## src/rtl/logical_ops.sv

```systemverilog
// rtl/logical_ops.sv - registered 4-operand logical-operator unit, 1-bit result one cycle after in_valid
// Optional: define LOGICAL_OPS_EXT_EN to implement ops 4-7 (EQ, NONE, MAJ, MIX); otherwise they yield 0.
module logical_ops #(
   parameter int W = 4
) (
   input  logic         clk,
   input  logic         rst,
   input  logic         in_valid,
   input  logic [2:0]   op,
   input  logic [W-1:0] a,
   input  logic [W-1:0] b,
   input  logic [W-1:0] c,
   input  logic [W-1:0] d,
   output logic         x,
   output logic         out_valid
);

   logic ta, tb, tc, td;
   logic result;

   assign ta = |a;
   assign tb = |b;
   assign tc = |c;
   assign td = |d;

   always_comb begin
      result = 1'b0;
      case (op)
         3'd0: result = ta & tb & tc & td;
         3'd1: result = ta | tb | tc | td;
         3'd2: result = (ta & tb) | (tc & td);
         3'd3: result = ta ^ tb ^ tc ^ td;
`ifdef LOGICAL_OPS_EXT_EN
         // EQ compares full operand values, not their truth values
         3'd4: result = (a == b) && (c == d);
         3'd5: result = ~(ta | tb | tc | td);
         3'd6: result = (ta & tb & tc) | (ta & tb & td) | (ta & tc & td) | (tb & tc & td);
         3'd7: result = (ta & ~tb) | (tc & ~td);
`endif
         default: result = 1'b0;
      endcase
   end

   always_ff @(posedge clk) begin
      if (rst) begin
         x         <= 1'b0;
         out_valid <= 1'b0;
      end else begin
         out_valid <= in_valid;
         if (in_valid) begin
            x <= result;
         end
      end
   end

endmodule

```

## config.mk

```make
export PLATFORM = sky130hd
export DESIGN_NAME = logical_ops
export DESIGN_NICKNAME = d
export VERILOG_FILES = /design/src/rtl/logical_ops.sv
export SDC_FILE = /design/constraint.sdc
export NUM_CORES = 1
export LEC_CHECK = 0
export ABC_AREA = 1
export BUFFER_PORTS_ARGS = -buffer_cell sky130_fd_sc_hd__buf_2
export CAP_MARGIN = 5
export CELL_PAD_IN_SITES_DETAIL_PLACEMENT = 0
export CELL_PAD_IN_SITES_GLOBAL_PLACEMENT = 1
export CORE_AREA = 2 2 40 42
export CTS_BUF_LIST = sky130_fd_sc_hd__clkbuf_4
export CTS_CLUSTER_DIAMETER = 80
export DETAILED_ROUTE_END_ITERATION = 16
export DIE_AREA = 0 0 42 44
export PLACE_DENSITY_LB_ADDON = 0.1
export SKIP_CTS_REPAIR_TIMING = 1
export SLEW_MARGIN = 40
export SYNTH_ARGS = -nofsm -noshare
export SYNTH_HDL_FRONTEND = slang
export SYNTH_SLANG_ARGS = --single-unit
```

## constraint.sdc

```tcl
create_clock -name clk -period 1.25 [get_ports clk]
set_input_delay 0.0625 -clock clk [delete_from_list [all_inputs] [get_ports clk]]
set_output_delay 0.0625 -clock clk [all_outputs]
set_load 0.01 [all_outputs]
```

==> Implementation_results.wiki <==
{| class="wikitable"
! Metric !! Value
|-
| Commonest cells after routing, fill and taps aside || sky130_fd_sc_hd__buf_2, sky130_fd_sc_hd__inv_1, sky130_fd_sc_hd__nand2_1
|-
| Peak clock frequency supported by timing || 820 MHz
|-
| Placement row count || 14
|-
| P per Cell Area || 620 nW/um2
|-
| Share of the clock period used by the worst path || 97.6%
|-
| Detail Route Antenna Nets || 0
|-
| Area grow syn2layout || 88.7%
|-
| Iteration count of the initial detailed-routing pass || 3
|-
| Worst min-delay path endpoint || x$_SDFFE_PP0P_
|-
| Top area cells in the synthesized netlist || sky130_fd_sc_hd__dfxtp_1, sky130_fd_sc_hd__inv_1, sky130_fd_sc_hd__nand3_1
|-
| Leakage power summed over all cells || 0.000263 uW
|-
| Worst Path Max Fanout || 2
|-
| Final core utilization || 35.3%
|-
| Vias in the first global route || 278
|-
| Crit. Startpoint || b[2]
|-
| Number of antenna violations at the first check in global routing || 0
|-
| Num ports || 24
|-
| Final Net Count || 98
|-
| Congestion Overflow GR || 0
|-
| Routed via count divided by cell count || 4.14
|-
| CTS Buffer Depth || 2
|-
| Fraction of layout cells with a size suffix above 1 || 58.3%
|-
| Hold Path Depth || 2
|-
| Buffer type at the clock tree root || sky130_fd_sc_hd__clkbuf_4
|-
| Vert. Die Dim || 44 um
|-
| Number of design-rule violations left by the first detailed-router iteration || 4
|-
| Number of cells traversed by the worst register-to-register path || 2
|-
| Startpoint of the lowest-slack register-to-register path || x$_SDFFE_PP0P_
|-
| Synth Warn # || 0
|-
| Floorplan die width || 42 um
|-
| Endpoint of the worst register-to-register path || x$_SDFFE_PP0P_
|-
| Highest cell delay on the worst timing path || 0.29 ns
|-
| Global Route Usage Sum || 6.42%
|-
| Result of the run || finished, final reports clean
|-
| Reported max-cap violation count || 0
|-
| Number of unique standard cell types used by synthesis || 13
|-
| Crit path cell chain || buf_2 > nor4_4 > inv_1 > ha_4 > inv_2 > nand3_2 > nand2_2 > nand2_1 > nand3_1 > nand3_1 > nand2_1 > a21oi_2
|-
| Hold violation total from the final report || 0
|-
| Worst vdd ir || 0.000222 V
|-
| Clock sink total || 2
|-
| Remaining max-slew budget at the tightest pin || 83.8%
|-
| Detail Placement HPWL || 572 um
|-
| Skew final || 0 ns
|-
| Worst Hold Class || in2reg
|-
| Pre-CTS setup slack || -0.231 ns
|-
| Sequential cell area fraction in the yosys report || 15.1%
|-
| Global-route wire length before repair || 903 um
|-
| Routability congestion estimate from global placement || 0.658
|-
| Library cell occupying the most area in the post-synthesis netlist || sky130_fd_sc_hd__dfxtp_1
|-
| Number of instances in the synthesized netlist || 44
|-
| Core box area || 1420 um2
|-
| Setup slack on the worst flop-to-flop path || 0.71 ns
|-
| Worst path arrival time || 1.37 ns
|-
| Buffers plus inverters on the worst setup path || 3
|-
| Clock buffer count from CTS || 3
|-
| Number of filler instances in the final layout || 164
|-
| Hold path start || rst
|-
| Total of endpoints with negative setup slack in the final report || 0
|-
| Final Slew Violations || 0
|-
| Initial Utilization || 18.7%
|-
| Clock transition at path regs || 0.03 ns
|-
| Crit. End Element || register
|-
| Largest delay contributor family on the critical path || simple AND/OR/NAND/NOR gates
|-
| Insertion delay to the later sink of the worst-skew pair || 0.22 ns
|-
| WP data required || 1.40 ns
|-
| Time the worst path needs with I/O delays and setup || 1.22 ns
|-
| Nature of the critical path startpoint || input port
|-
| Worst Slack Setup Final || 0.0300 ns
|-
| Storage cell area || 40.0 um2
|-
| Inserted Diodes || 0
|-
| Synthesized cell area || 265 um2
|-
| #FFs+latches synth || 2
|-
| Total area of multi-input combinational cells || 241 um2
|-
| DRT Wirelength || 663 um
|-
| Residual DRC || 0
|-
| Startpoint-to-endpoint class of the critical path || in2reg
|-
| CTS tree || done
|-
| Post-Syn Area per Cell || 6.03 um2
|-
| Input/output buffers || 23
|-
| Count of vias placed by the detailed router || 364
|-
| H-tree Lvls || 1
|-
| Most common cell after layout, fill and taps aside || sky130_fd_sc_hd__buf_2
|-
| Worst hold margin || 0.0180 ns
|-
| Pin count of the biggest net entering global routing || 5
|-
| Routed WL per cell || 7.53 um
|-
| Total nets after synthesis || 68
|-
| Area of the die || 1850 um2
|-
| Critical-path top delay cell || sky130_fd_sc_hd__ha_4
|-
| Portion of synthesized cell area occupied by the leading cell type || 15.1%
|-
| Setup repair after global routing missed its margin || true
|-
| Worst Max-Slew Pin Slew || 0.241 ns
|}
[cells in the mapped netlist]
| library cell | count |
|---|---|
| sky130_fd_sc_hd__nand2_1 | 8 |
| sky130_fd_sc_hd__a21oi_2 | 1 |
| sky130_fd_sc_hd__dfxtp_1 | 2 |
| sky130_fd_sc_hd__nor2_1 | 5 |
| sky130_fd_sc_hd__or2_0 | 1 |
| sky130_fd_sc_hd__ha_1 | 2 |
| sky130_fd_sc_hd__o21ai_2 | 1 |
| sky130_fd_sc_hd__nand3_1 | 6 |
| sky130_fd_sc_hd__inv_1 | 9 |
| sky130_fd_sc_hd__nor2_4 | 2 |
| sky130_fd_sc_hd__nor4_1 | 2 |
| sky130_fd_sc_hd__nand2_2 | 3 |
| sky130_fd_sc_hd__nor3_1 | 2 |
[stage by stage]
| stage | cell area [um2] | instances | TNS [ns] | power [uW] |
|---|---|---|---|---|
| after CTS | 468 | 88 | -0.00303 | 311 |
| final | 500 | 88 | 0 | 310 |
| after global routing | 500 | 88 | -0.0858 | 332 |
| after floorplan | 295 | 44 | -0.0200 | 111 |
| after detailed placement | 445 | 85 | -0.231 | 166 |
| after global placement | 445 | 85 | -0.212 | 166 |
[sequential cells by signal (all words and copies together), names as in the netlist]
register,cells
out_valid,1
x,1
[where the power goes]
part | leakage [uW] | internal [uW] | switching (uW)
sequential | 0.0000165 | 68.0 | 1.00
clock | 0.0000138 | 105 | 31.1
combinational | 0.000233 | 54.6 | 50.5
[logic make-up (layout without fill, tap and decap cells)]
kind of cell | after synthesis | in the layout | synth area share (%)
AO/OA/AOI/OAI | 2 | 2 | 6.60
adder cells (fa/ha/maj) | 2 | 2 | 9.43
flip-flops | 2 | 2 | 15.1
buffers and inverters | 9 | 37 | 12.7
AND/OR/NAND/NOR | 29 | 29 | 56.1
[area by class of cell]
cell class | count | share of cell area [%]
clock buffer | 3 | 4.50
multi-input combinational | 33 | 48.3
timing repair buffer | 25 | 28.5
sequential | 2 | 8.00
inverter | 9 | 6.75
tap | 16 | 4.00
[routing by layer]
layer  share of wire, %  track usage [%]  vias to the layer above
met3                 11             2.08                        0
met2                 54             13.1                       16
met5                  0                0                        -
met1                 35             5.21                      154
li1                   -                -                      194
met4                  0             3.87                        0
[worst reg2reg max path, cell delays in order, from the launching register on]
cell and delay, ns:
sky130_fd_sc_hd__dfxtp_1 0.31, sky130_fd_sc_hd__nand2_1 0.06, sky130_fd_sc_hd__a21oi_2 0.10
[worst max-delay path by stage]
stage	to	slack, ns	cells past startpoint
floorplan	x$_SDFFE_PP0P_	-0.02	11
global placement	x$_SDFFE_PP0P_	-0.21	12
detailed placement	x$_SDFFE_PP0P_	-0.23	12
CTS	x$_SDFFE_PP0P_	-0.003	12
global route	x$_SDFFE_PP0P_	-0.09	12
finish	x$_SDFFE_PP0P_	0.03	12
Note: power is estimated with default switching activity, not from simulation.
